[src/rtl/tmcu_gpio_irq.sv]
`default_nettype none
// ============================================================================
// Module   : tmcu_gpio_irq
// Purpose  : GPIO input interrupt controller with an APB register interface.
//            Pins are double-flop synchronised (RAW) and then debounced on a
//            prescaled tick (FILT). Rising and falling edges of FILT set
//            sticky STATUS bits, which are cleared by writing 1 (W1C).
//            irq is the OR of the STATUS bits that are enabled in IE.
// Ports    : clk, rst_n               - clock, async active-low reset
//            psel/penable/pwrite      - APB control
//            paddr[31:0], pwdata[31:0] - APB address/write data
//            prdata[31:0]             - registered APB read data
//            pready                   - always 1, no wait states
//            gpio_in[NPINS-1:0]       - asynchronous pin levels
//            irq                      - level interrupt
// Map      : 0x00 RAW, 0x04 FILT, 0x08 IE, 0x0C RISE_EN, 0x10 FALL_EN,
//            0x14 STATUS (W1C), 0x18 PRESCALE[15:0], 0x1C DBLEN[3:0]
// Revision : 1.0 - initial release
// ============================================================================
module tmcu_gpio_irq #(
  parameter int NPINS = 32
) (
  input  logic             clk,
  input  logic             rst_n,
  input  logic             psel,
  input  logic             penable,
  input  logic             pwrite,
  input  logic [31:0]      paddr,
  input  logic [31:0]      pwdata,
  output logic [31:0]      prdata,
  output logic             pready,
  input  logic [NPINS-1:0] gpio_in,
  output logic             irq
);

  localparam logic [4:0] c_ADDR_RAW      = 5'h00;
  localparam logic [4:0] c_ADDR_FILT     = 5'h04;
  localparam logic [4:0] c_ADDR_IE       = 5'h08;
  localparam logic [4:0] c_ADDR_RISE_EN  = 5'h0C;
  localparam logic [4:0] c_ADDR_FALL_EN  = 5'h10;
  localparam logic [4:0] c_ADDR_STATUS   = 5'h14;
  localparam logic [4:0] c_ADDR_PRESCALE = 5'h18;
  localparam logic [4:0] c_ADDR_DBLEN    = 5'h1C;

  logic [NPINS-1:0] r_sync1;
  logic [NPINS-1:0] r_raw;
  logic [NPINS-1:0] r_filt;
  logic [NPINS-1:0] r_filt_q;
  logic [NPINS-1:0] r_ie;
  logic [NPINS-1:0] r_rise_en;
  logic [NPINS-1:0] r_fall_en;
  logic [NPINS-1:0] r_status;
  logic [3:0]       r_dbcnt [NPINS];
  logic [3:0]       w_dbinc [NPINS];
  logic [15:0]      r_pre_cnt;
  logic [15:0]      r_prescale;
  logic [3:0]       r_dblen;
  logic [31:0]      r_prdata;
  logic [31:0]      w_rdata;

  logic             w_wr;
  logic             w_rd;
  logic             w_tick;
  logic [NPINS-1:0] w_set;
  logic [NPINS-1:0] w_clr;
  logic             w_unused_bits;

  assign w_wr   = psel & penable & pwrite;
  assign w_rd   = psel & ~pwrite;
  assign w_tick = (r_pre_cnt == r_prescale);
  assign pready = 1'b1;
  assign prdata = r_prdata;

  // Only the low five address bits and the used data bits matter.
  assign w_unused_bits = ^{paddr[31:5], pwdata};

  // Edge events come from FILT and its one-cycle-delayed copy.
  assign w_set = ( r_filt & ~r_filt_q & r_rise_en)
               | (~r_filt &  r_filt_q & r_fall_en);
  assign w_clr = (w_wr && paddr[4:0] == c_ADDR_STATUS) ? pwdata[NPINS-1:0] : '0;

  // Purely a function of flops, so APB activity never glitches irq.
  assign irq = |(r_status & r_ie);

  always_comb begin
    for (int i = 0; i < NPINS; i++) begin
      w_dbinc[i] = r_dbcnt[i] + 4'd1;
    end
  end

  always_comb begin
    w_rdata = '0;
    case (paddr[4:0])
      c_ADDR_RAW:      w_rdata = 32'(r_raw);
      c_ADDR_FILT:     w_rdata = 32'(r_filt);
      c_ADDR_IE:       w_rdata = 32'(r_ie);
      c_ADDR_RISE_EN:  w_rdata = 32'(r_rise_en);
      c_ADDR_FALL_EN:  w_rdata = 32'(r_fall_en);
      c_ADDR_STATUS:   w_rdata = 32'(r_status);
      c_ADDR_PRESCALE: w_rdata = 32'(r_prescale);
      c_ADDR_DBLEN:    w_rdata = 32'(r_dblen);
      default:         w_rdata = '0;
    endcase
  end

  // Synchroniser, edge-detect history and prescaler
  always_ff @(posedge clk or negedge rst_n) begin
    if (!rst_n) begin
      r_sync1   <= '0;
      r_raw     <= '0;
      r_filt_q  <= '0;
      r_pre_cnt <= '0;
    end else begin
      r_sync1  <= gpio_in;
      r_raw    <= r_sync1;
      r_filt_q <= r_filt;
      if (w_wr && paddr[4:0] == c_ADDR_PRESCALE) begin
        r_pre_cnt <= '0;
      end else if (w_tick) begin
        r_pre_cnt <= '0;
      end else begin
        r_pre_cnt <= r_pre_cnt + 16'd1;
      end
    end
  end

  // Debounce: a pin must disagree with FILT on DBLEN consecutive ticks
  // before FILT follows it. DBLEN == 0 bypasses the filter entirely.
  always_ff @(posedge clk or negedge rst_n) begin
    if (!rst_n) begin
      r_filt <= '0;
      for (int i = 0; i < NPINS; i++) begin
        r_dbcnt[i] <= '0;
      end
    end else begin
      if (r_dblen == 4'd0) begin
        r_filt <= r_raw;
        for (int i = 0; i < NPINS; i++) begin
          r_dbcnt[i] <= '0;
        end
      end else if (w_tick) begin
        for (int i = 0; i < NPINS; i++) begin
          if (r_raw[i] != r_filt[i]) begin
            if (w_dbinc[i] == r_dblen) begin
              r_filt[i]  <= r_raw[i];
              r_dbcnt[i] <= '0;
            end else begin
              r_dbcnt[i] <= w_dbinc[i];
            end
          end else begin
            r_dbcnt[i] <= '0;
          end
        end
      end
      // A new debounce length restarts every pin's count.
      if (w_wr && paddr[4:0] == c_ADDR_DBLEN) begin
        for (int i = 0; i < NPINS; i++) begin
          r_dbcnt[i] <= '0;
        end
      end
    end
  end

  // Programmable registers, STATUS and read data
  always_ff @(posedge clk or negedge rst_n) begin
    if (!rst_n) begin
      r_ie       <= '0;
      r_rise_en  <= '0;
      r_fall_en  <= '0;
      r_status   <= '0;
      r_prescale <= '0;
      r_dblen    <= '0;
      r_prdata   <= '0;
    end else begin
      if (w_wr) begin
        case (paddr[4:0])
          c_ADDR_IE:       r_ie       <= pwdata[NPINS-1:0];
          c_ADDR_RISE_EN:  r_rise_en  <= pwdata[NPINS-1:0];
          c_ADDR_FALL_EN:  r_fall_en  <= pwdata[NPINS-1:0];
          c_ADDR_PRESCALE: r_prescale <= pwdata[15:0];
          c_ADDR_DBLEN:    r_dblen    <= pwdata[3:0];
          default:         ;
        endcase
      end
      // Set is applied after clear so a simultaneous event is not lost.
      r_status <= (r_status & ~w_clr) | w_set;
      if (w_rd) begin
        r_prdata <= w_rdata;
      end
    end
  end

endmodule
`default_nettype wire
[config.mk]
export PLATFORM = sky130hd
export DESIGN_NAME = tmcu_gpio_irq
export DESIGN_NICKNAME = d
export VERILOG_FILES = /design/src/rtl/tmcu_gpio_irq.sv
export SDC_FILE = /design/constraint.sdc
export NUM_CORES = 1
export LEC_CHECK = 0
export CAP_MARGIN = 20
export CORE_MARGIN = 8
export CORE_UTILIZATION = 50
export CTS_BUF_LIST = sky130_fd_sc_hd__clkbuf_4 sky130_fd_sc_hd__clkbuf_8 sky130_fd_sc_hd__clkbuf_16
export CTS_CLUSTER_SIZE = 20
export DETAILED_ROUTE_END_ITERATION = 10
export GPL_TIMING_DRIVEN = 0
export PLACE_DENSITY = 0.69
export SYNTH_ARGS = -nofsm -noshare
export SYNTH_HDL_FRONTEND = slang
export SYNTH_SLANG_ARGS = --single-unit
[constraint.sdc]
create_clock -name clk -period 3.7 [get_ports clk]
set_input_delay 0.74 -clock clk [delete_from_list [all_inputs] [get_ports clk]]
set_output_delay 0.74 -clock clk [all_outputs]
set_load 0.02 [all_outputs]
==> impl_results.md <==
* Status: complete, no violations
* Die Y-Extent at between 200 and 250 µm
* Drt total wl at 68850 µm
* Syn Inst Count at 2054
* Max-Cap Viols at 0
* GR Overflow Total at 0
* # rows at roughly 80
* Synth area leaders: dfrtp_1, mux2_2, xnor2_1
* Final Hold Fails at 0
* #FFs+latches synth at 452
* Clk buf depth at 3
* Fmax at 275.2 MHz
* Final Setup Violations at 0
* Synth Net Count at 2188
* Crit-path max FO at 3
* Placed cell count at 2764
* Final Critical Period at 3.634 ns
* Layout Nets at 2348
* Synthesis Warnings at 0
* Required @ worst endpoint at ~3 ns
* Initial antenna violation count at 0
* Layout cells sized above 1 at 12.08%
* Tcrit/Tclk final at 98.22%
* Seq/Total Area, Yosys at 49.85%
* Crit path DAT at 2.89 ns
* Starting Density at approximately half
* Number of synthesized flops with an enable pin at 0
* IO Pins at around 140
* Design area at 26330 µm²
* Worst r2r path cells at 8
* Slew Limit Fails at 0
* Cell Pwr Density at between 500 and 600 nW/µm²
* Slew @ Worst Pin at 0.9883 ns
* Die width at 229.0 µm
* CTS H-tree depth at 2
* CTS resizes at 0
* Largest area contributor in the netlist: dfrtp_1
* Synth-to-Final Area Change at 16.06%
* Crit. End Element: primary output
* Avg Inst Size Synth at 11.05 µm²
* First-pass GRT wire length at 106300 µm
* Post-DP HPWL at between 40000 and 50000 µm
* Inserted Clock Buffers at 48
* Setup TNS at 0 ns
* CP endpoint: irq
* FFs w/ async S/R, synth at 100.0%
* Reg2reg end: r_dbcnt[126]
* Yosys top cell area share at 49.85%
* Clk sink count at 452
* Vias in the first global route at between 15000 and 20000
* Top-count cell post-synth: dfrtp_1
* CP Class: reg2out
* Clock root buffer: clkbuf_16
* Commonest cells post-synth: dfrtp_1, nand2_1, nand3_1
* R2R setup slack at 0.42 ns
* GRT Overall Usage at around a quarter
* RR Startpoint: r_prescale[13]
* Pleak at 0.01136 µW
* Die area at 52450 µm²
* Clock skew at 0.02163 ns
* CTS tree: yes
* Via density at about 6.4
* Worst Setup SP: r_status[23]
* # Post-CTS Setup Buffers at 0
* DRC Markers at 0
* Peak VDD IR at roughly 330 µV
* Antenna Cells at 0
* Top_reg_cell synth: dfrtp_1
* CP startpoint kind: flip-flop
* Worst Hold Slack at 0.07098 ns
* Post-DR wirelength/cell at around 24 µm
* Number of I/O port buffers at 106
* GP Congestion at 0.8927
* Final std cells w/o fill at about 2900
* Synth cell types at 46
* Routed Antenna Nets at 0
* RSZ-0062 raised after global routing: false
* Largest net degree at the start of global routing at 111
* DR iter-0 viols at 1794
* Area after DPL at 24610 µm²
* Mapped Area at 22690 µm²
* Vias at 18240
* Initial DRT Pass Iterations at 8
* Core ar. at roughly 45000 µm²
* Final core occ at 58.40%
* Slew Limit Headroom at around 34%
* Clk slew on worst S/H paths at 0.06 ns
* Hold Path Class: in2async
* CTS Hold Bufs at 0
* Clk_lat worst skew at approximately 0.6 ns
## power breakdown
| group | switching, µW | total [µW] | leakage, µW | internal [µW] |
|---|---|---|---|---|
| logic | 1510 | 2250 | 0.00469 | 745 |
| clock network | 2040 | 5200 | 0.000867 | 3150 |
| registers | 468 | 5790 | 0.00581 | 5320 |
## per-stage QoR
stage	worst slack, ns	total power [µW]
after floorplan	1.254	6999
after global placement	-18.08	7995
after detailed placement	-0.1341	8057
after CTS	0.03992	13260
after global routing	0.03460	13690
final	0.06596	13240
## placed cells by master, fill, tap and decap left out, drive strengths merged, types with 3 or more instances in the layout
cell type,n
nand4,37
clkdlybuf4s50,105
dfrtp,452
mux2,148
a22oi,92
a2111oi,4
buf,53
nand4b,32
xor2,117
nand2,169
or4b,32
clkinv,8
a22o,34
nand3,168
or3,33
and2,6
and3,17
clkbuf,157
inv,4
a222oi,12
a32oi,64
xnor2,136
or4,3
and4b,32
nor4,7
and4,34
o21ai,160
bufinv,5
ha,33
nand3b,32
nor3,4
o211ai,32
nor2,18
## cells by family (layout without fill, tap and decap cells)
kind of cell               after synthesis  count (layout)  share of synthesized area [%]
AOI/OAI and AO/OA                      403             403                          12.26
xor gates and xnor gates               253             253                          9.767
adders and majority gates               33              33                          1.820
buffers and inverters                  134             332                          2.559
DFF                                    452             452                          49.85
muxes                                  148             148                          7.346
other                                    1               1                        0.01653
and+or+nand+nor                        630             630                          16.38
## routing by layer
| metal | routed length, µm | GRT usage, % |
|---|---|---|
| met1 | 28890 | 33.98 |
| met2 | 31970 | 40.72 |
| met3 | 5169 | 4.635 |
| met4 | 2817 | 11.12 |
| met5 | 0 | 0 |
## worst min-delay path by stage
stage / start / to / slack, ns / depth (start not counted)
after floorplan: r_sync1[0] / r_raw[0] / 0.33 / 0
after global placement: r_sync1[24] / r_raw[24] / 0.33 / 0
after detailed placement: r_sync1[0] / r_raw[0] / 0.33 / 0
after CTS: rst_n / r_dbcnt[84] / 0.06 / 1
after global routing: rst_n / r_dbcnt[84] / 0.09 / 1
final: rst_n / r_dbcnt[84] / 0.07 / 1
## cell type report
cell class / count / area [µm²]
fillers: 3736 / 18760
flip-flops and latches: 452 / 11310
multi-input cells: 1468 / 10800
clock buffers: 73 / 1506
repair buffers: 110 / 1176
well taps: 600 / 750.7
plain buffers: 132 / 573.1
clock inverters: 15 / 211.5
inverters: 2 / 7.507
## registers in the layout, indices dropped and copies added (netlist names)
| signal | flops |
|---|---|
| r_pre_cnt | 16 |
| r_dbcnt | 128 |
| r_ie | 32 |
| r_filt | 32 |
| r_rise_en | 32 |
| r_filt_q | 32 |
| r_status | 32 |
| r_raw | 32 |
| r_sync1 | 32 |
| prdata | 32 |
| r_prescale | 16 |
| r_fall_en | 32 |
| r_dblen | 4 |
## worst max-delay path, cell delays in order (launching register included)
cell,delay (ns)
dfrtp_1,0.41
a22o_1,0.25
a221oi_1,0.43
nand3_1,0.11
or4_1,0.54
clkdlybuf4s50_1,0.56
Note: power is estimated with default switching activity, not from simulation.
